[src/rtl/dcache_pkg.sv]
// Shared definitions for the two-way data cache.
//   DEF_*   : default parameter values for the cache and its bus interface
//   state_t : miss-handling controller states
package dcache_pkg;

  localparam int unsigned DEF_ADDR_W      = 8;
  localparam int unsigned DEF_BLOCK_BYTES = 4;
  localparam int unsigned DEF_SETS        = 4;

  typedef enum logic [1:0] {
    IDLE         = 2'd0,
    MEM_WRITE    = 2'd1,
    MEM_READ     = 2'd2,
    CACHE_UPDATE = 2'd3
  } state_t;

endpackage

[src/rtl/dcache_if.sv]
// CPU-side and memory-side bus of the data cache.
//   slave  : the cache's view (CPU requests and memory responses in; load data,
//            stall and memory requests out)
//   master : the environment's view (CPU + backing memory)
interface dcache_if import dcache_pkg::*; #(
  parameter int unsigned ADDR_W      = DEF_ADDR_W,
  parameter int unsigned BLOCK_BYTES = DEF_BLOCK_BYTES
) ();
  localparam int unsigned OFF_W   = $clog2(BLOCK_BYTES);
  localparam int unsigned MADDR_W = ADDR_W - OFF_W;

  logic                     C_READ;
  logic                     C_WRITE;
  logic [ADDR_W-1:0]        C_ADDRESS;
  logic [7:0]               C_WRITEDATA;
  logic [7:0]               C_READDATA;
  logic                     C_BUSYWAIT;

  logic                     mem_read;
  logic                     mem_write;
  logic [MADDR_W-1:0]       mem_address;
  logic [8*BLOCK_BYTES-1:0] mem_writedata;
  logic [8*BLOCK_BYTES-1:0] mem_readdata;
  logic                     mem_busywait;

  modport slave (
    input  C_READ, C_WRITE, C_ADDRESS, C_WRITEDATA, mem_readdata, mem_busywait,
    output C_READDATA, C_BUSYWAIT, mem_read, mem_write, mem_address, mem_writedata
  );

  modport master (
    output C_READ, C_WRITE, C_ADDRESS, C_WRITEDATA, mem_readdata, mem_busywait,
    input  C_READDATA, C_BUSYWAIT, mem_read, mem_write, mem_address, mem_writedata
  );
endinterface

[src/rtl/dcache_way.sv]
// One way of the cache: per-set block data, tag, valid and dirty bits, plus
// the tag compare for the currently indexed set.
//   clk, rst_n          : clock, async active-low reset (clears valid/dirty only)
//   idx, tag            : set being looked at and tag to compare against
//   match               : indexed entry valid with equal tag
//   valid, dirty,
//   tag_out, block      : indexed entry contents
//   byte_we/offset/
//   byte_data           : store one byte into the indexed block, marks it dirty
//   fill_we/fill_tag/
//   fill_block          : replace indexed entry with a clean, valid block
module dcache_way import dcache_pkg::*; #(
  parameter int unsigned TAG_W       = 4,
  parameter int unsigned IDX_W       = 2,
  parameter int unsigned BLOCK_BYTES = DEF_BLOCK_BYTES,
  localparam int unsigned OFF_W      = $clog2(BLOCK_BYTES),
  localparam int unsigned BLK_W      = 8 * BLOCK_BYTES
) (
  input  logic             clk,
  input  logic             rst_n,
  input  logic [IDX_W-1:0] idx,
  input  logic [TAG_W-1:0] tag,
  output logic             match,
  output logic             valid,
  output logic             dirty,
  output logic [TAG_W-1:0] tag_out,
  output logic [BLK_W-1:0] block,
  input  logic             byte_we,
  input  logic [OFF_W-1:0] offset,
  input  logic [7:0]       byte_data,
  input  logic             fill_we,
  input  logic [TAG_W-1:0] fill_tag,
  input  logic [BLK_W-1:0] fill_block
);
  localparam int unsigned SETS = 1 << IDX_W;

  logic [SETS-1:0]  valid_q;
  logic [SETS-1:0]  dirty_q;
  logic [TAG_W-1:0] tag_q  [SETS];
  logic [BLK_W-1:0] data_q [SETS];

  always_ff @(posedge clk or negedge rst_n) begin
    if (!rst_n) begin
      valid_q <= '0;
      dirty_q <= '0;
    end else if (fill_we) begin
      valid_q[idx] <= 1'b1;
      dirty_q[idx] <= 1'b0;
    end else if (byte_we) begin
      dirty_q[idx] <= 1'b1;
    end
  end

  // Payload arrays carry no reset: valid bits already mark them meaningless.
  always_ff @(posedge clk) begin
    if (fill_we) begin
      tag_q[idx]  <= fill_tag;
      data_q[idx] <= fill_block;
    end else if (byte_we) begin
      data_q[idx][{offset, 3'b000} +: 8] <= byte_data;
    end
  end

  assign valid   = valid_q[idx];
  assign dirty   = dirty_q[idx];
  assign tag_out = tag_q[idx];
  assign block   = data_q[idx];
  assign match   = valid_q[idx] && (tag_q[idx] == tag);
endmodule

[src/rtl/dcache_2way.sv]
// Two-way set-associative, write-back, write-allocate byte data cache with
// per-set LRU replacement.
//   CLK   : clock
//   RESET : async active-low reset
//   bus   : dcache_if.slave -- CPU request/response and block memory bus
module dcache_2way import dcache_pkg::*; #(
  parameter int unsigned ADDR_W      = DEF_ADDR_W,
  parameter int unsigned BLOCK_BYTES = DEF_BLOCK_BYTES,
  parameter int unsigned SETS        = DEF_SETS
) (
  input  logic    CLK,
  input  logic    RESET,
  dcache_if.slave bus
);
  localparam int unsigned OFF_W = $clog2(BLOCK_BYTES);
  localparam int unsigned IDX_W = $clog2(SETS);
  localparam int unsigned TAG_W = ADDR_W - OFF_W - IDX_W;
  localparam int unsigned BLK_W = 8 * BLOCK_BYTES;

  state_t state, state_nx;

  logic [OFF_W-1:0] a_off;
  logic [IDX_W-1:0] a_idx;
  logic [TAG_W-1:0] a_tag;
  logic [IDX_W-1:0] idx;

  logic [IDX_W-1:0] lat_idx;
  logic [TAG_W-1:0] lat_tag;
  logic             lat_victim;
  logic [BLK_W-1:0] fill_buf;
  logic [SETS-1:0]  lru;

  logic [1:0]       w_match, w_valid, w_dirty, byte_we, fill_we;
  logic [TAG_W-1:0] w_tag   [2];
  logic [BLK_W-1:0] w_block [2];

  logic req, hit, hit_way, idle_hit, victim_sel, victim_dirty;

  logic                   mem_rd, mem_wr;
  logic [ADDR_W-OFF_W-1:0] mem_addr;
  logic [BLK_W-1:0]       mem_wdata;

  assign a_off = bus.C_ADDRESS[OFF_W-1:0];
  assign a_idx = bus.C_ADDRESS[OFF_W +: IDX_W];
  assign a_tag = bus.C_ADDRESS[ADDR_W-1 -: TAG_W];

  // During a miss the ways are addressed by the latched index, so the fill
  // and write-back still target the right set if the CPU request goes away.
  assign idx = (state == IDLE) ? a_idx : lat_idx;

  assign req          = bus.C_READ ^ bus.C_WRITE;
  assign hit          = w_match[0] ^ w_match[1];
  assign hit_way      = w_match[1];
  assign idle_hit     = (state == IDLE) && req && hit;
  assign victim_sel   = !w_valid[0] ? 1'b0 : (!w_valid[1] ? 1'b1 : lru[a_idx]);
  assign victim_dirty = w_valid[victim_sel] && w_dirty[victim_sel];

  for (genvar w = 0; w < 2; w++) begin : g_byte_we
    assign byte_we[w] = idle_hit && bus.C_WRITE && (hit_way == w[0]);
  end

  dcache_way #(.TAG_W(TAG_W), .IDX_W(IDX_W), .BLOCK_BYTES(BLOCK_BYTES)) u_way0 (
    .clk(CLK), .rst_n(RESET), .idx(idx), .tag(a_tag),
    .match(w_match[0]), .valid(w_valid[0]), .dirty(w_dirty[0]),
    .tag_out(w_tag[0]), .block(w_block[0]),
    .byte_we(byte_we[0]), .offset(a_off), .byte_data(bus.C_WRITEDATA),
    .fill_we(fill_we[0]), .fill_tag(lat_tag), .fill_block(fill_buf)
  );

  dcache_way #(.TAG_W(TAG_W), .IDX_W(IDX_W), .BLOCK_BYTES(BLOCK_BYTES)) u_way1 (
    .clk(CLK), .rst_n(RESET), .idx(idx), .tag(a_tag),
    .match(w_match[1]), .valid(w_valid[1]), .dirty(w_dirty[1]),
    .tag_out(w_tag[1]), .block(w_block[1]),
    .byte_we(byte_we[1]), .offset(a_off), .byte_data(bus.C_WRITEDATA),
    .fill_we(fill_we[1]), .fill_tag(lat_tag), .fill_block(fill_buf)
  );

  always_ff @(posedge CLK or negedge RESET) begin
    if (!RESET) begin
      state      <= IDLE;
      lru        <= '0;
      lat_idx    <= '0;
      lat_tag    <= '0;
      lat_victim <= 1'b0;
      fill_buf   <= '0;
    end else begin
      state <= state_nx;
      if (state == IDLE && state_nx != IDLE) begin
        lat_idx    <= a_idx;
        lat_tag    <= a_tag;
        lat_victim <= victim_sel;
      end
      if (state == MEM_READ && !bus.mem_busywait) begin
        fill_buf <= bus.mem_readdata;
      end
      if (idle_hit) begin
        lru[a_idx] <= ~hit_way;
      end
    end
  end

  always_comb begin
    state_nx  = state;
    mem_rd    = 1'b0;
    mem_wr    = 1'b0;
    mem_addr  = '0;
    mem_wdata = '0;
    fill_we   = '0;
    unique case (state)
      IDLE: begin
        if (req && !hit) begin
          state_nx = victim_dirty ? MEM_WRITE : MEM_READ;
        end
      end
      MEM_WRITE: begin
        mem_wr    = 1'b1;
        mem_addr  = {w_tag[lat_victim], lat_idx};
        mem_wdata = w_block[lat_victim];
        if (!bus.mem_busywait) begin
          state_nx = MEM_READ;
        end
      end
      MEM_READ: begin
        mem_rd   = 1'b1;
        mem_addr = {lat_tag, lat_idx};
        if (!bus.mem_busywait) begin
          state_nx = CACHE_UPDATE;
        end
      end
      CACHE_UPDATE: begin
        fill_we[lat_victim] = 1'b1;
        state_nx            = IDLE;
      end
      default: state_nx = IDLE;
    endcase
  end

  assign bus.mem_read      = RESET && mem_rd;
  assign bus.mem_write     = RESET && mem_wr;
  assign bus.mem_address   = RESET ? mem_addr  : '0;
  assign bus.mem_writedata = RESET ? mem_wdata : '0;

  assign bus.C_BUSYWAIT = RESET && req && !((state == IDLE) && hit);
  assign bus.C_READDATA = (RESET && state == IDLE && hit) ?
                          w_block[hit_way][{a_off, 3'b000} +: 8] : 8'h00;
endmodule

[src/flat_wrapper.sv]
// flat-port wrapper written by rule: the top's interface ports become plain ports
module dcache_2way_flat import dcache_pkg::*;
#(
  parameter int unsigned ADDR_W      = DEF_ADDR_W,
  parameter int unsigned BLOCK_BYTES = DEF_BLOCK_BYTES,
  parameter int unsigned SETS        = DEF_SETS
)
  (CLK, RESET, bus_C_READ, bus_C_WRITE, bus_C_ADDRESS, bus_C_WRITEDATA, bus_mem_readdata, bus_mem_busywait, bus_C_READDATA, bus_C_BUSYWAIT, bus_mem_read, bus_mem_write, bus_mem_address, bus_mem_writedata);
  dcache_if #(.ADDR_W(ADDR_W), .BLOCK_BYTES(BLOCK_BYTES)) bus_i ();
  input  logic CLK;
  input  logic RESET;
  input wire logic [$bits(bus_i.C_READ)-1:0] bus_C_READ;
  input wire logic [$bits(bus_i.C_WRITE)-1:0] bus_C_WRITE;
  input wire logic [$bits(bus_i.C_ADDRESS)-1:0] bus_C_ADDRESS;
  input wire logic [$bits(bus_i.C_WRITEDATA)-1:0] bus_C_WRITEDATA;
  input wire logic [$bits(bus_i.mem_readdata)-1:0] bus_mem_readdata;
  input wire logic [$bits(bus_i.mem_busywait)-1:0] bus_mem_busywait;
  output wire logic [$bits(bus_i.C_READDATA)-1:0] bus_C_READDATA;
  output wire logic [$bits(bus_i.C_BUSYWAIT)-1:0] bus_C_BUSYWAIT;
  output wire logic [$bits(bus_i.mem_read)-1:0] bus_mem_read;
  output wire logic [$bits(bus_i.mem_write)-1:0] bus_mem_write;
  output wire logic [$bits(bus_i.mem_address)-1:0] bus_mem_address;
  output wire logic [$bits(bus_i.mem_writedata)-1:0] bus_mem_writedata;
  assign bus_i.C_READ = bus_C_READ;
  assign bus_i.C_WRITE = bus_C_WRITE;
  assign bus_i.C_ADDRESS = bus_C_ADDRESS;
  assign bus_i.C_WRITEDATA = bus_C_WRITEDATA;
  assign bus_i.mem_readdata = bus_mem_readdata;
  assign bus_i.mem_busywait = bus_mem_busywait;
  assign bus_C_READDATA = bus_i.C_READDATA;
  assign bus_C_BUSYWAIT = bus_i.C_BUSYWAIT;
  assign bus_mem_read = bus_i.mem_read;
  assign bus_mem_write = bus_i.mem_write;
  assign bus_mem_address = bus_i.mem_address;
  assign bus_mem_writedata = bus_i.mem_writedata;
  dcache_2way #(.ADDR_W(ADDR_W), .BLOCK_BYTES(BLOCK_BYTES), .SETS(SETS)) u_core (.CLK(CLK), .RESET(RESET), .bus(bus_i));
endmodule
[config.mk]
export PLATFORM = sky130hd
export DESIGN_NAME = dcache_2way_flat
export DESIGN_NICKNAME = d
export VERILOG_FILES = /design/src/rtl/dcache_pkg.sv /design/src/rtl/dcache_if.sv /design/src/rtl/dcache_way.sv /design/src/rtl/dcache_2way.sv /design/src/flat_wrapper.sv
export SDC_FILE = /design/constraint.sdc
export NUM_CORES = 1
export LEC_CHECK = 0
export BUFFER_PORTS_ARGS = -buffer_cell sky130_fd_sc_hd__buf_2
export CORE_MARGIN = 2
export CORE_UTILIZATION = 60
export DETAILED_ROUTE_END_ITERATION = 12
export PLACE_DENSITY = 0.79
export SYNTH_ARGS = -nofsm -noshare
export SYNTH_HDL_FRONTEND = slang
export SYNTH_SLANG_ARGS = --single-unit
[constraint.sdc]
create_clock -name CLK -period 4.5 [get_ports CLK]
set_input_delay 0.9 -clock CLK [delete_from_list [all_inputs] [get_ports CLK]]
set_output_delay 0.9 -clock CLK [all_outputs]
set_load 0.01 [all_outputs]
==> reports/results.txt <==
Final Util = 71.45%
Die Wd = 169.1 um
die area = 0.02860 mm^2
clock slew at reported path FFs = 60 ps
Tmin final = 4485 ps
worst slew pin tran = 1100 ps
area leader, netlist = edfxtp_1
Synth Instances = 1312
GRT overflow = 0
clock sink total = 349
largest net degree at the start of global routing = 71
CTS Buf Count = 36
Top FF cell, synth = edfxtp_1
worst clock skew = 37.10 ps
global-route wire length before repair = 65.97 mm
Worst VDD drop = 0.4765 mV
post-route ant nets = 0
Max Cap Viol = 0
P&R area growth vs syn = 17.38%
syn_nets = 1375
Clock Path Buffers = 3
CORE AREA = 0.02688 mm^2
RSZ-0062 raised after global routing = yes
io pins = 102
Worst-Skew Late Latency = 540 ps
n_diodes = 0
cts hold-fix bufs = 0
type of origin of the critical path = register
Synth top cells by count = nand2_1 (311), edfxtp_1 (288), mux2_2 (81), and3_1 (70), a31oi_1 (66)
Post-DP HPWL = 28.51 mm
All-Layer GR Usage = 30.83%
row count = 60
ys async rst share = 17.48%
run status = complete, no violations
total negative slack = 0 ps
Tcrit/Tclk final = 99.66%
vias = 11600
Remaining DRCs = 0
synthesized area = 0.01636 mm^2
Worst Reg-to-Reg Cells = 14
Arr. time, crit path = 3580 ps
CP Data Required Time = 3600 ps
H-tree levels = 2
endpoints failing hold = 0
worst relative slew slack = 26.70%
critical path peak fanout = 12
Placement Cell Area = 0.01762 mm^2
Buffers on Ports = 101
Chip Height = 169.1 um
Netlist cell types = 52
fmax = 223.0 MHz
Avg Cell Area, Syn = 12.47 um^2
final WL = 44.05 mm
Cell Pwr Density = 710.4 mW/mm^2
Setup CP Type = register to output port
class of the worst hold path = input port to asynchronous set/reset pin
Static Leak = 7.553 nW
count of final setup violators = 0
register area share after synthesis = 62.20%
WL/cell = 24.08 um
Iter 0 DRT Violations = 1642
share of layout cells above drive strength 1 = 27.42%
first drt pass iteration count = 8
Synth top area share = 52.86%
routability cong. = 0.9717
# nets final = 1523
most common cell in the netlist = nand2_1
CTS tree = yes
crit end category = output port
final non-filler cell total = 1829
Starting Density = 60.87%
synthesis-stage register bit count = 349
Final Slew Violations = 0
clk root buf = clkbuf_16
number of global-route vias before repair = 11230
Via density = 6.342
final instance area = 0.01920 mm^2
yosys warns = 0
Post-synth EDFFs = 288
Inst Count DP = 1751
ranking of synthesized cells by area = edfxtp_1 (53%), dfrtp_1 (9.3%), nand2_1 (7.1%), mux2_2 (5.6%), mux2i_1 (3.1%)
initial antenna violation count = 0
## power by group
part           internal, mW  switching (mW)  leakage (nW)
Sequential             4.28           0.346          3.33
Combinational          2.35            3.44          3.60
Clock                  1.99            1.24         0.622
## per-layer routing
metal,vias up,GRT usage [%],wire length (um)
li1,5080,-,-
met1,5704,42.64,17000
met2,703,49.94,21090
met3,112,5.120,4389
met4,0,11.15,1574
met5,-,0,0
## through the flow
step | hold WS, ps | total power [mW] | worst slack, ps
6_report | 391.7 | 13.64 | 15.30
2_1_floorplan | 468.3 | 8.097 | 489.8
3_3_place_gp | 482.6 | 9.818 | 160.8
4_1_cts | 376.0 | 13.45 | 13.49
5_1_grt | 420.3 | 14.15 | -86.61
3_5_place_dp | 494.9 | 9.971 | -31.83
## state kept, by name, indices dropped and copies added (netlist names), named ones only
| signal | flops |
|---|---|
| u_core.u_way1.tag_q | 16 |
| u_core.lat_tag | 4 |
| u_core.lru | 4 |
| u_core.state | 2 |
| u_core.u_way0.valid_q | 4 |
| u_core.u_way0.tag_q | 16 |
| u_core.u_way1.valid_q | 4 |
| u_core.lat_idx | 2 |
| u_core.u_way1.data_q | 128 |
| u_core.fill_buf | 32 |
| u_core.lat_victim | 1 |
| u_core.u_way0.data_q | 128 |
## final cells by class
type	count	area [um^2]
clock inverter	22	317.8
timing repair buffer	193	1328
clock buffer	44	962.2
multi-input combinational	869	5953
fill	1739	7672
inverter	11	41.29
sequential	349	10170
tap	341	426.7
## path summary, 6_finish.rpt
check                                                from                                    end  slack (ps)
max in group asynchronous                           RESET        u_core.fill_buf[13]$_DFFE_PN0P_        3320
worst min register to register                   register                               register         510
worst max-delay path            u_core.state[0]$_DFF_PN0_                      bus_C_READDATA[0]          20
min in group CLK                                 register                               register         510
worst min-delay path                                RESET              u_core.lru[3]$_DFFE_PN0P_         390
worst max register to register  u_core.state[0]$_DFF_PN0_  u_core.u_way1.data_q[3][28]$_DFFE_PP_         280
## logic make-up after synthesis
kind of cell    Yosys count  share of synthesized area [%]
compound gates          149                          5.514
xor+xnor                  9                         0.5278
fa+ha+maj                10                         0.7648
buf+inv                  94                          2.478
flops                   349                          62.19
mux                     185                          13.93
simple gates            516                          14.59
## timing repair
item                       4_1_cts  5_1_grt
gates resized for setup         20       23
gates cloned                     2        0
setup endpoints to repair      155        9
pin swaps                        3        5
buffers inserted                 8        3
## worst max-delay path, stage by stage (launching register included)
cell and delay [ps]:
dfrtp_1 390, inv_2 100, ha_4 210, mux2i_4 340
buf_6 150, nand3_2 60, and4_1 200, nor4_2 330
nand4_2 200, buf_12 210, mux4_2 460, nand2_1 160
a21oi_1 90, buf_2 140
## layout by cell type, fill, tap and decap left out, types with 5 or more instances in the layout
cell	synthesis	final
clkbuf_16	0	37
ha_1	10	9
nand2_1	311	297
mux2_1	24	24
mux4_2	18	18
or2_2	9	9
nand2_2	0	9
mux2i_1	51	51
nor2_1	46	46
buf_2	12	101
clkinv_1	1	5
and3_1	70	70
nor3b_1	12	10
edfxtp_1	288	288
mux2_4	9	9
buf_4	2	81
clkinv_2	0	6
o21ai_0	19	19
xnor2_1	6	6
dfrtp_1	61	61
mux2_2	81	81
inv_1	10	7
buf_12	0	6
clkbuf_1	53	6
and2_1	35	34
a31oi_1	66	65
bufinv_16	0	8
a21oi_1	46	41
No activity file was read; power rests on OpenSTA's default activity.
